**config.mk**
```make
export PLATFORM = sky130hd
export DESIGN_NAME = mem_access_unit
export DESIGN_NICKNAME = d
export VERILOG_FILES = /design/src/rtl/mem_access_unit.sv
export SDC_FILE = /design/constraint.sdc
export NUM_CORES = 1
export LEC_CHECK = 0
export CORE_MARGIN = 1.5
export CORE_UTILIZATION = 45
export CTS_CLUSTER_SIZE = 25
export DETAILED_ROUTE_END_ITERATION = 6
export PLACE_DENSITY = 0.68
export SYNTH_ARGS = -nofsm -noshare
export SYNTH_HDL_FRONTEND = slang
export SYNTH_SLANG_ARGS = --single-unit
```
**constraint.sdc**
```tcl
create_clock -name clk -period 13.8 [get_ports clk]
set_clock_uncertainty 0.15 [all_clocks]
set_input_delay 1.38 -clock clk [delete_from_list [all_inputs] [get_ports clk]]
set_output_delay 1.38 -clock clk [all_outputs]
set_load 0.02 [all_outputs]
```
**src/rtl/mem_access_unit.sv**
```systemverilog
// Load/store sequencer for RAM port A: issues aligned accesses as one operation,
// splits misaligned half/word accesses into byte operations and reassembles loads.
module mem_access_unit #(
    parameter int ADDR_WIDTH = 15
) (
    input  logic                  clk,
    input  logic                  rst,
    input  logic                  req_valid,
    output logic                  req_ready,
    input  logic                  req_write,
    input  logic [1:0]            req_size,
    input  logic                  req_signed,
    input  logic [ADDR_WIDTH-1:0] req_addr,
    input  logic [31:0]           req_wdata,
    output logic                  rsp_valid,
    output logic [31:0]           rsp_rdata,
    output logic                  rsp_err,
    output logic [1:0]            ram_we,
    output logic [2:0]            ram_re,
    output logic [ADDR_WIDTH-1:0] ram_addr,
    output logic [31:0]           ram_din,
    input  logic [31:0]           ram_dout
);
    localparam logic [1:0] IDLE  = 2'd0;
    localparam logic [1:0] ISSUE = 2'd1;
    localparam logic [1:0] DRAIN = 2'd2;
    localparam logic [1:0] RESP  = 2'd3;

    logic [1:0]            state;
    logic [1:0]            cnt;
    logic [2:0]            nAcc;
    logic                  isWrite;
    logic                  isSigned;
    logic                  isSplit;
    logic [1:0]            size;
    logic [ADDR_WIDTH-1:0] baseAddr;
    logic [31:0]           wdata;
    logic [23:0]           asmBytes;

    logic                  reqSplit;
    logic [2:0]            reqN;
    logic                  srcWrite;
    logic                  srcSigned;
    logic                  srcSplit;
    logic [1:0]            srcSize;
    logic [ADDR_WIDTH-1:0] srcAddr;
    logic [31:0]           srcWdata;
    logic [1:0]            opIdx;
    logic [7:0]            opByte;
    logic [1:0]            opWe;
    logic [2:0]            opRe;
    logic [ADDR_WIDTH-1:0] opAddr;
    logic [31:0]           opDin;
    logic                  lastOp;
    logic [31:0]           loadResult;

    assign req_ready = (state == IDLE) && !rst;

    always_comb begin
        reqSplit = ((req_size == 2'b10) && req_addr[0]) ||
                   ((req_size == 2'b11) && (req_addr[1:0] != 2'b00));
        reqN = 3'd1;
        if (reqSplit) begin
            reqN = (req_size == 2'b11) ? 3'd4 : 3'd2;
        end
    end

    // The first operation is built from the live request so it can be registered
    // at the accept edge; later operations come from the latched copy.
    always_comb begin
        if (state == IDLE) begin
            srcWrite  = req_write;
            srcSigned = req_signed;
            srcSplit  = reqSplit;
            srcSize   = req_size;
            srcAddr   = req_addr;
            srcWdata  = req_wdata;
            opIdx     = 2'd0;
        end else begin
            srcWrite  = isWrite;
            srcSigned = isSigned;
            srcSplit  = isSplit;
            srcSize   = size;
            srcAddr   = baseAddr;
            srcWdata  = wdata;
            opIdx     = cnt + 2'd1;
        end
        opAddr = srcAddr + ADDR_WIDTH'(opIdx);
        case (opIdx)
            2'd0:    opByte = srcWdata[7:0];
            2'd1:    opByte = srcWdata[15:8];
            2'd2:    opByte = srcWdata[23:16];
            default: opByte = srcWdata[31:24];
        endcase
        if (srcSplit) begin
            opWe  = srcWrite ? 2'b01 : 2'b00;
            opRe  = srcWrite ? 3'b000 : 3'b001;
            opDin = {24'h0, opByte};
        end else begin
            opWe  = srcWrite ? srcSize : 2'b00;
            opRe  = srcWrite ? 3'b000 : {srcSigned, srcSize};
            opDin = srcWdata;
        end
        lastOp = (({1'b0, cnt} + 3'd1) == nAcc);
    end

    always_comb begin
        if (!isSplit) begin
            loadResult = ram_dout;
        end else if (nAcc == 3'd4) begin
            loadResult = {ram_dout[7:0], asmBytes};
        end else begin
            loadResult = {{16{isSigned & ram_dout[7]}}, ram_dout[7:0], asmBytes[7:0]};
        end
    end

    always_ff @(posedge clk or posedge rst) begin
        if (rst) begin
            state     <= IDLE;
            cnt       <= '0;
            nAcc      <= '0;
            isWrite   <= 1'b0;
            isSigned  <= 1'b0;
            isSplit   <= 1'b0;
            size      <= '0;
            baseAddr  <= '0;
            wdata     <= '0;
            asmBytes  <= '0;
            ram_we    <= '0;
            ram_re    <= '0;
            ram_addr  <= '0;
            ram_din   <= '0;
            rsp_valid <= 1'b0;
            rsp_rdata <= '0;
            rsp_err   <= 1'b0;
        end else begin
            rsp_valid <= 1'b0;
            case (state)
                IDLE: begin
                    if (req_valid && req_ready) begin
                        isWrite  <= req_write;
                        isSigned <= req_signed;
                        isSplit  <= reqSplit;
                        size     <= req_size;
                        baseAddr <= req_addr;
                        wdata    <= req_wdata;
                        nAcc     <= reqN;
                        cnt      <= '0;
                        if (req_size == 2'b00) begin
                            state     <= RESP;
                            rsp_valid <= 1'b1;
                            rsp_err   <= 1'b1;
                            rsp_rdata <= '0;
                        end else begin
                            state    <= ISSUE;
                            ram_we   <= opWe;
                            ram_re   <= opRe;
                            ram_addr <= opAddr;
                            if (opWe != 2'b00) begin
                                ram_din <= opDin;
                            end
                        end
                    end
                end
                ISSUE: begin
                    // Byte read at op k-1 is visible on ram_dout during op k.
                    if (isSplit && !isWrite) begin
                        case (cnt)
                            2'd1:    asmBytes[7:0]   <= ram_dout[7:0];
                            2'd2:    asmBytes[15:8]  <= ram_dout[7:0];
                            2'd3:    asmBytes[23:16] <= ram_dout[7:0];
                            default: ;
                        endcase
                    end
                    if (lastOp) begin
                        ram_we <= '0;
                        ram_re <= '0;
                        if (isWrite) begin
                            state     <= RESP;
                            rsp_valid <= 1'b1;
                            rsp_err   <= 1'b0;
                            rsp_rdata <= '0;
                        end else begin
                            state <= DRAIN;
                        end
                    end else begin
                        cnt      <= cnt + 2'd1;
                        ram_we   <= opWe;
                        ram_re   <= opRe;
                        ram_addr <= opAddr;
                        if (opWe != 2'b00) begin
                            ram_din <= opDin;
                        end
                    end
                end
                DRAIN: begin
                    state     <= RESP;
                    rsp_valid <= 1'b1;
                    rsp_err   <= 1'b0;
                    rsp_rdata <= loadResult;
                end
                RESP: begin
                    state <= IDLE;
                end
                default: begin
                    state <= IDLE;
                end
            endcase
        end
    end
endmodule

```
After elaboration in Yosys (flattened, before gate mapping)
Index checks and enable logic that the tools add are counted.
{ "word_totals": {"regBits": 169, "inputBits": 86} }
{ "op_classes": {"bitwise": 1, "n_addsub": 3, "n_reduce_logical": 24, "eq_ne": 18, "mux": 59} }
{ "op_table": {"columns": ["operator", "n"], "rows": [
  ["$mux 32", 12],
  ["$pmux 32 s3", 1],
  ["$pmux 32 s2", 1],
  ["$mux 15", 4],
  ["$pmux 15 s2", 1],
  ["$mux 2", 12],
  ["$pmux 8 s3", 1],
  ["$mux 3", 7],
  ["$add 15x2->15", 1],
  ["$reduce_and 3->1", 5],
  ["$eq 2x2->1 const B", 7],
  ["$mux 1", 14],
  ["$ne 2x2->1 const B", 4],
  ["$pmux 2 s2", 2],
  ["$pmux 2 s4", 1],
  ["$eq 2x1->1 const B", 3],
  ["$logic_not 2->1", 3],
  ["$pmux 1 s3", 2],
  ["$pmux 3 s2", 1],
  ["$reduce_bool 2->1", 3],
  ["$logic_and 1x1->1", 5],
  ["$reduce_and 5->1", 1],
  ["$ne 2x1->1 const B", 2],
  ["$reduce_and 2->1", 2],
  ["9 further kinds", 10]
]} }

Depth between registers and ports, before layout
Gate-level depths: netlist of the first run.
{ "logic_depth": {"ltp_word": 10, "mapped_depth": 13, "mapped_depth_nobuf": 9} }

Worst setup path before layout of the first run
OpenSTA, ideal clock, no wires.
{ "synth_path": {"path_type": "input to output", "from": "input port rst", "to": "output port req_ready", "stages": 1, "n_path_buf": 0, "slack_ns": 10.565, "t_required_ns": 12.270, "arrival_time_ns": 1.705, "path_cell_list": "nor2b_1"} }
{ "synth_between": {"elab_chain_cells": 2} }
{ "synth_rtl": {"columns": ["item", "line_no", "text"], "rows": [
  ["start: declaration", "7", "input logic rst,"],
  ["$logic_not 1->1 (no line)", null, null],
  ["$logic_and 1x1->1", "57", "assign req_ready = (state == IDLE) && !rst;"],
  ["end: declaration", "9", "output logic req_ready,"]
]} }
No other way between the ends.

Final worst setup path of the first run
Same ends and word-level chain as after synthesis.

==> impl_metrics.tcl, run 1 <==
set metrics [dict create \
    worst_skew_pair.late_latency_ns 0.43 \
    wl_met3_mm 1.107 \
    diodes 0 \
    postLayoutCoreUtil_pct 58.50 \
    cts_tree "built" \
    drive_gt1_share_pct 8.801 \
    fin_crit_sh_pct 30.51 \
    netlist_instances 883 \
    yosysWarningCount 0 \
    multi_input_area_um2 3976 \
    final_nets 1117 \
    postSynthAreaPerCell_um2 9.654 \
    initialDrtViolationCount 546 \
    cts_setup_buffers 0 \
    die_y_um 140.6 \
    met1_length_mm 9.955 \
    synth_edf_count 0 \
    synth_flop_cell "dfrtp_1" \
    synth_top_family_by_area "simple AND/OR/NAND/NOR gates" \
    highest_layer "met4" \
    slowest_delay_ns 0.62 \
    post-dp-hpwl_mm 14.02 \
    portBuffers 172 \
    ctsHoldBuffers 0 \
    synth_fp_nets 979 \
    cts_sinks 169 \
    fin_tns_setup_ns 0 \
    cts.reportedPaths.clkPinSlew_ns 0.07 \
    cts_root_buf "clkbuf_16" \
    ys_ff_latch 169 \
    hp-class "reg -> reg" \
    min_period_ns 4.211 \
    ctsResizeCount 0 \
    grt_remaining_overflow 0 \
    nFillCells 1631 \
    drt-pass1-iter-count 5 \
    hold_viol_final 0 \
    ant_nets 0 \
    synthArstFlopShare_pct 100.0 \
    synth-simple-area-share_pct 17.33 \
    ys_types 51 \
    cap_violations 0 \
    critPathMostFrequentCell "clkdlybuf4s50_1" \
    cpMaxStageDelayCell "clkdlybuf4s50_1" \
    drc 0 \
    critPathLaunchType "primary input" \
    wl_per_cell_um 16.74 \
    vias 6800 \
    max_freq_mhz 237.5 \
    die_w_um 140.6 \
    grt_pass1_wl_mm 34.87 \
    crit_type "in -> out" \
    cellLeakagePower_nw 4.798 \
    setup_viol 0 \
    whs_ns 0.3230 \
    end_kind "output pin" \
    critPathTopFamily "buffers and inverters" \
    yosysSeqAreaShare_pct 49.61 \
    cp.required_ns 12.27 \
    rsz0062_at_grt "false" \
    coreArea_um2 18640 \
    top_level_ports 173 \
    path_cells "clkdlybuf4s50_1 > nor2b_1 > clkdlybuf4s50_1" \
    slew_viol_final 0 \
    ir_worst_vdd_mv 0.07778 \
    grt_max_degree 94 \
    grt_pass1_vias 6619 \
    met2_length_mm 9.798 \
    cts_buffers 17 \
    worst_slew_pin_slew_ns 1.068 \
    p_per_area_nw_per_um2 95.16 \
    rows 50 \
    synth-compound-area-share_pct 13.59 \
    antenna_found_initial 0 \
    status "finished, final reports clean" \
    crit_fanout 4 \
    track_usage_pct 22.25 \
    syn_area_um2 8524 \
    cts-htree-levels 4 \
    via_per_inst 5.363 \
    synth_mux_area_share_pct 12.17 \
    regArea_um2 4230 \
    arrival_ns 2.68 \
    wirelength_mm 21.23 \
    synthAdderAreaFrac_pct 1.556 \
    critPathBufInv 2 \
    gp_congestion 0.8098 \
    slew_headroom_pct 28.80 \
    syn_to_final_growth_pct 27.93 \
    clockBufferDepth 2 \
    synthXorXnorAreaFrac_pct 1.835 \
    initial_utilization_pct 45.72 \
    dieArea_um2 19780 \
]
[metrics by stage]
stage	setup slack (ns)	cells	power [W]	cell area, um^2
2_1_floorplan	7.695	883	0.0005249	8524
3_3_place_gp	9.505	1236	0.0005598	10300
3_5_place_dp	9.416	1236	0.0005600	10300
4_1_cts	9.580	1268	0.001049	10910
5_1_grt	9.339	1268	0.001074	10910
6_report	9.589	1268	0.001038	10910
[registers in the layout, summed over array words and instances, names as in the netlist, 3 cells and up]
name       flops
ram_addr      15
wdata         32
rsp_rdata     32
ram_re         3
nAcc           3
ram_din       32
asmBytes      24
baseAddr      15
[power breakdown]
group | total (W) | internal (W) | switching, W
Sequential | 0.000500 | 0.000499 | 0.00000159
Clock | 0.000488 | 0.000276 | 0.000212
Combinational | 0.0000497 | 0.0000273 | 0.0000225
Total | 0.00104 | 0.000802 | 0.000236
[worst register-to-register path: cells and delay by family (launching register included)]
kind                       cells  cell delay, ns
AOI/OAI and AO/OA              1            0.30
muxes                          1            0.54
DFF                            1            0.44
buffers and inverters          3            1.14
and+or+nand+nor                2            0.89
adders and majority gates      1            0.54
[area by class of cell]
cell class	count	area share, %
Multi-Input combinational cell	647	36.46
Inverter	7	0.2868
Sequential cell	169	38.79
Clock inverter	14	1.480
Tap cell	234	2.685
Timing Repair Buffer	179	16.27
Clock buffer	18	4.027
[cell families after synthesis]
| logic type | Yosys count |
|---|---|
| and+or+nand+nor | 348 |
| AOI/OAI and AO/OA | 173 |
| DFF | 169 |
| muxes | 99 |
| buffers and inverters | 67 |
| xor gates and xnor gates | 17 |
| adders and majority gates | 10 |
[placed cells by master, fill, tap and decap left out, types with 3 or more instances in the layout]
| cell | Yosys | final |
|---|---|---|
| buf_4 | 5 | 7 |
| o211a_1 | 15 | 15 |
| o211ai_1 | 10 | 10 |
| inv_1 | 7 | 6 |
| o21ai_1 | 27 | 27 |
| o21ai_0 | 49 | 49 |
| mux2i_1 | 62 | 62 |
| nor2b_1 | 23 | 23 |
| nand3_1 | 12 | 12 |
| a21oi_1 | 7 | 7 |
| xor2_1 | 5 | 5 |
| clkdlybuf4s50_1 | 0 | 172 |
| dfrtp_1 | 169 | 168 |
| inv_6 | 0 | 5 |
| o21ai_2 | 7 | 7 |
| a2bb2oi_1 | 8 | 8 |
| xnor2_1 | 11 | 11 |
| nor2_1 | 8 | 8 |
| nand2_1 | 280 | 280 |
| ha_1 | 9 | 8 |
| clkbuf_16 | 0 | 17 |
| mux2_2 | 37 | 37 |
| nand4b_1 | 3 | 3 |
| clkinvlp_4 | 0 | 5 |
| o31ai_1 | 30 | 30 |
| nand3b_1 | 7 | 7 |
| nand4_1 | 5 | 5 |
[per-layer routing]
layer  global-route usage [%]  vias to the layer above
met5                        0                        -
met4                    7.182                        0
met3                    5.197                       23
met2                    34.12                      176
met1                    31.30                     3289
li1                         -                     3312
[final timing paths]
path | depth (start not counted) | end | start | slack [ns]
max in group asynchronous | 3 | isSplit | rst | 10.54
min | 2 | ram_re[2] | ram_re[2] | 0.32
min reg2reg | 2 | ram_re[2] | ram_re[2] | 0.32
max | 3 | req_ready | rst | 9.59
min in group asynchronous | 2 | size[1] | rst | 1.42
max reg2reg | 8 | ram_addr[1] | state[0] | 9.69
[synth_stat cells (all sizes together) (2+ instances only)]
cell	n	area, um^2
o211ai	10	75.07
xor2	6	60.06
and3	2	12.51
nor2b	23	143.9
ha	9	112.6
buf	25	175.2
a2bb2oi	8	70.07
nor2	8	30.03
clkbuf	35	131.4
a21boi	2	15.01
nand3b	7	52.55
o211a	15	150.1
and2	2	12.51
o21ai	83	441.7
inv	7	26.28
o21a	2	15.01
nand4	6	43.79
a211oi	2	15.01
mux2	37	416.7
a21oi	7	35.03
o31ai	30	225.2
a22oi	2	15.01
mux2i	62	620.6
nand3	12	60.06
dfrtp	169	4229
xnor2	11	96.34
nand2	280	1051
nand4b	3	26.28
a31oi	2	12.51
(Power assumes the default switching activity.)
==> run 2, diff against run 1 <==
- clock period: 13.8 -> 4.1 ns (I/O delays scaled with it)
==> impl_metrics.tcl, run 2 (synthesis results as in run 1) <==
set metrics [dict create \
    final_common_cell "nand2_1" \
    cts-htree-levels 4 \
    drive_gt1_share_pct 9.143 \
    cpMaxStageDelayCell "a222oi_1" \
    fin_tns_setup_ns 0 \
    ir_worst_vdd_mv 0.2948 \
    ctsResizeCount 0 \
    grt_pass1_wl_mm 34.98 \
    arrival_ns 3.42 \
    grt_remaining_overflow 0 \
    fin_ws_ns 0.8752 \
    antenna_found_initial 0 \
    ff2ff_path_depth 9 \
    critPathBufInv 1 \
    min_path_cells 2 \
    crit_type "reg -> reg" \
    grt_max_degree 68 \
    cts_tree "built" \
    wirelength_mm 21.48 \
    final_nets 1122 \
    crit_fanout 18 \
    clockBufferDepth 2 \
    diodes 0 \
    track_usage_pct 22.47 \
    cts_buffers 17 \
    dp_worst_setup_slack_ns 0.8969 \
    rsz0062_at_grt "false" \
    end_kind "flop" \
    max_freq_mhz 310.1 \
    slowest_delay_ns 0.62 \
    grt_pass1_vias 6686 \
    cap_violations 0 \
    slew_viol_final 0 \
    portBuffers 172 \
    setup_viol 0 \
    post-dp-hpwl_mm 14.59 \
    initial_utilization_pct 45.72 \
    regArea_um2 4230 \
    wl_per_cell_um 16.87 \
    top_regs "ram_din x32, rsp_rdata x32, wdata x32" \
    coreArea_um2 18640 \
    ctsHoldBuffers 0 \
    cts_setup_buffers 0 \
    path_cells "inv_1 > ha_4 > mux2_2 > ha_1 > nand4bb_1 > a222oi_1 > nand4_1 > xnor2_1 > o21ai_0" \
    vias 6753 \
    top_level_ports 173 \
    status "finished, final reports clean" \
    cts_sinks 169 \
    cp.required_ns 4.30 \
    worst_skew_pair.late_latency_ns 0.43 \
    multi_input_area_um2 3976 \
    critPathTopFamily "compound AO/OA/AOI/OAI gates" \
    die_w_um 140.6 \
    cts_root_buf "clkbuf_16" \
    drc 0 \
    worst_slew_pin_slew_ns 1.127 \
    path_depth 9 \
    critPathLaunchType "flop" \
    hp-class "reg -> reg" \
    slew_headroom_pct 24.88 \
    die_y_um 140.6 \
    rows 50 \
    ant_nets 0 \
    syn_to_final_growth_pct 28.87 \
    via_per_inst 5.305 \
    nFillCells 1645 \
    cts.reportedPaths.clkPinSlew_ns 0.06 \
    drt-pass1-iter-count 7 \
    final_cell_mix "nand2_1 (280), clkdlybuf4s50_1 (172), dfrtp_1 (168)" \
    initialDrtViolationCount 412 \
    fin_crit_sh_pct 78.65 \
    min_period_ns 3.225 \
    p_per_area_nw_per_um2 322.2 \
    gp_congestion 0.8385 \
    hold_viol_final 0 \
    dieArea_um2 19780 \
    cellLeakagePower_nw 4.839 \
]
-- run 2: cell types whose count changed in the layout (fill, tap and decap cells not counted), moves of 2 or more --
cell,delta
inv_6,-2
buf_12,+2
clkinv_4,-2
buf_4,+3
-- run 2: routing by layer --
layer  up-vias  GRT usage, %  routed length [um]
met5         -             0                   0
met4         0         5.921                 229
met3        16         4.688                1278
met2       187         36.45               10200
met1      3231         30.82                9775
li1       3319             -                   -
-- run 2: cell type report --
class                      instances  area share (%)
clock buffer                      20           4.157
timing repair buffer             184           16.72
sequential                       169           38.51
multi-input combinational        647           36.20
inverter                           7          0.2733
tap                              234           2.665
clock inverter                    12           1.481
-- run 2: metrics by stage --
step	hold slack [ns]	power, W	area [um^2]	util [%]	std cells
2_1_floorplan	0.2879	0.001767	8528	-	883
6_report	0.3211	0.003539	10990	58.93	1273
4_1_cts	0.3228	0.003572	10990	58.93	1273
5_1_grt	0.3391	0.003657	10990	58.93	1273
3_5_place_dp	0.3074	0.001890	10370	55.60	1241
3_3_place_gp	0.3006	0.001889	10370	55.60	1241
-- run 2: worst paths after layout --
check                             from            to  slack (ns)
max                           state[0]  ram_addr[13]        0.88
min                        baseAddr[7]   baseAddr[7]        0.32
max reg2reg                   state[0]  ram_addr[13]        0.88
min reg2reg                baseAddr[7]   baseAddr[7]        0.32
max in group asynchronous          rst   ram_din[23]        2.33
min in group asynchronous          rst   ram_addr[7]        0.41
-- run 2: where the power goes --
| part | total [W] | switching [W] | internal, W | leakage, nW |
|---|---|---|---|---|
| combinational | 0.000172 | 0.0000780 | 0.0000945 | 2.26 |
| clock | 0.00168 | 0.000682 | 0.00100 | 0.292 |
| sequential | 0.00168 | 0.00000537 | 0.00168 | 2.29 |
-- run 2: worst register-to-register path: cells and delay by family, from the launching register on --
family	cells	cell delay (ns)
xor gates and xnor gates	1	0.15
buffers and inverters	1	0.18
DFF	1	0.44
adders and majority gates	2	0.68
muxes	1	0.41
AOI/OAI and AO/OA	2	0.76
and+or+nand+nor	2	0.38
==> run 3, diff against run 2 <==
- PLACE_DENSITY: 0.68 -> 0.71
- clock period: 4.1 -> 2.6 ns (I/O delays scaled with it)
==> impl_metrics.tcl, run 3 (synthesis results as in run 1) <==
set metrics [dict create \
    worst_slew_pin_slew_ns 0.6970 \
    cellLeakagePower_nw 4.978 \
    use_met3_pct 6.556 \
    portBuffers 172 \
    die_y_um 140.6 \
    rsz0062_at_grt "true" \
    arrival_ns 2.68 \
    fin_ws_ns 0.08812 \
    drt-pass1-iter-count 5 \
    diodes 0 \
    track_usage_pct 22.75 \
    max_freq_mhz 398.1 \
    wirelength_mm 21.90 \
    ir_worst_vdd_mv 0.4809 \
    hp-class "in -> reg" \
    crit_type "reg -> reg" \
    cts_root_buf "clkbuf_16" \
    rows 50 \
    final_nets 1144 \
    crit_fanout 4 \
    p_per_area_nw_per_um2 482.8 \
    die_w_um 140.6 \
    grt_remaining_overflow 0 \
    multi_input_area_um2 4014 \
    final_common_cell "nand2_1" \
    grt_pass1_vias 6741 \
    cts_sinks 169 \
    grt_busiest_layer "met2" \
    initial_utilization_pct 45.72 \
    status "finished, final reports clean" \
    cap_violations 0 \
    cts_tree "built" \
    gp_congestion 0.8361 \
    path_cells "inv_4 > ha_4 > mux2_4 > ha_4 > nand4bb_4 > a222oi_1 > buf_4 > nand3_1 > xnor2_1 > o21ai_1" \
    slew_headroom_pct 53.33 \
    slew_viol_final 0 \
    cts_buffers 17 \
    gr-usage-met1_pct 30.93 \
    regArea_um2 4232 \
    drc 0 \
    cpMaxStageDelayCell "dfrtp_2" \
    vias 6864 \
    dieArea_um2 19780 \
    grt_max_degree 98 \
    critPathLaunchType "flop" \
    fin_crit_sh_pct 96.61 \
    setup_viol 0 \
    via_per_inst 5.304 \
    coreArea_um2 18640 \
    initialDrtViolationCount 380 \
    stdcell_count 1294 \
    top_regs "ram_din x32, rsp_rdata x32, wdata x32" \
    whs_ns 0.2349 \
    cp.required_ns 2.77 \
    ant_nets 0 \
    critPathBufInv 2 \
    wl_per_cell_um 16.93 \
    syn_to_final_growth_pct 31.65 \
    drive_gt1_share_pct 11.60 \
    cts.reportedPaths.clkPinSlew_ns 0.07 \
    hold_viol_final 0 \
    critPathMostFrequentCell "ha_4" \
    place_inst 1258 \
    critPathTopFamily "adder cells" \
    nFillCells 1610 \
    dp_worst_setup_slack_ns 0.005583 \
    min_period_ns 2.512 \
    grt_util_met2_pct 36.09 \
    antenna_found_initial 0 \
    top_level_ports 173 \
    cts-htree-levels 4 \
    end_kind "flop" \
    worst_skew_pair.late_latency_ns 0.44 \
    final_cell_mix "nand2_1 (280), clkdlybuf4s50_1 (171), dfrtp_1 (167)" \
    post-dp-hpwl_mm 14.73 \
    slowest_delay_ns 0.44 \
    clockBufferDepth 2 \
    grt_pass1_wl_mm 35.23 \
]
-- run 3: area by class of cell --
class	count	area share, %
Inverter	7	0.2899
Timing Repair Buffer	206	18.53
Clock inverter	11	1.026
Multi-Input combinational cell	647	35.77
Sequential cell	169	37.71
Clock buffer	20	4.070
Tap cell	234	2.609
-- run 3: stage by stage --
step / util [%] / power [W] / TNS, ns / instance area, um^2
floorplan: - / 0.002787 / -1.732 / 8584
global placement: 56.66 / 0.002984 / 0 / 10560
detailed placement: 56.66 / 0.002986 / 0 / 10560
CTS: 59.81 / 0.005471 / 0 / 11150
global route: 60.19 / 0.005604 / -0.05251 / 11220
finish: 60.19 / 0.005418 / 0 / 11220
-- run 3: report_power, final --
| group | total (W) | internal, W | switching [W] | leakage [nW] |
|---|---|---|---|---|
| Clock | 0.00248 | 0.00138 | 0.00110 | 0.267 |
| Combinational | 0.000277 | 0.000155 | 0.000122 | 2.43 |
| Sequential | 0.00266 | 0.00265 | 0.00000862 | 2.28 |
| Total | 0.00542 | 0.00418 | 0.00124 | 4.98 |
-- run 3: worst min-delay path, stage by stage --
cell and delay, ns:
clkdlybuf4s50_1 0.42, nand2_1 0.07, nand2_1 0.04
-- run 3: per-layer routing --
metal,share of wire (%),vias up
met4,1.1,0
li1,-,3360
met5,0,-
met3,6.2,16
met1,46,3307
met2,47,181
-- run 3: what timing repair did --
item / in CTS / in global routing
endpoints found under the hold margin: 0 / 0
gates resized for setup: 1 / 6
buffers inserted: 0 / 4
setup endpoints to repair: 2 / 14
gates cloned: 0 / 1
pin swaps: 1 / 4
hold buffers: 0 / 0
-- run 3: path summary, 6_finish.rpt --
| path | cells after the start | from | slack [ns] | end |
|---|---|---|---|---|
| setup / recovery | 10 | state[1] | 0.09 | ram_addr[11] |
| hold / removal | 3 | req_wdata[18] | 0.23 | wdata[18] |
| setup reg to reg | 10 | state[1] | 0.09 | ram_addr[11] |
| hold reg to reg | 2 | baseAddr[7] | 0.32 | baseAddr[7] |
| min in group asynchronous | 3 | rst | 0.24 | ram_addr[7] |
| max in group asynchronous | 3 | rst | 1.61 | isSplit |
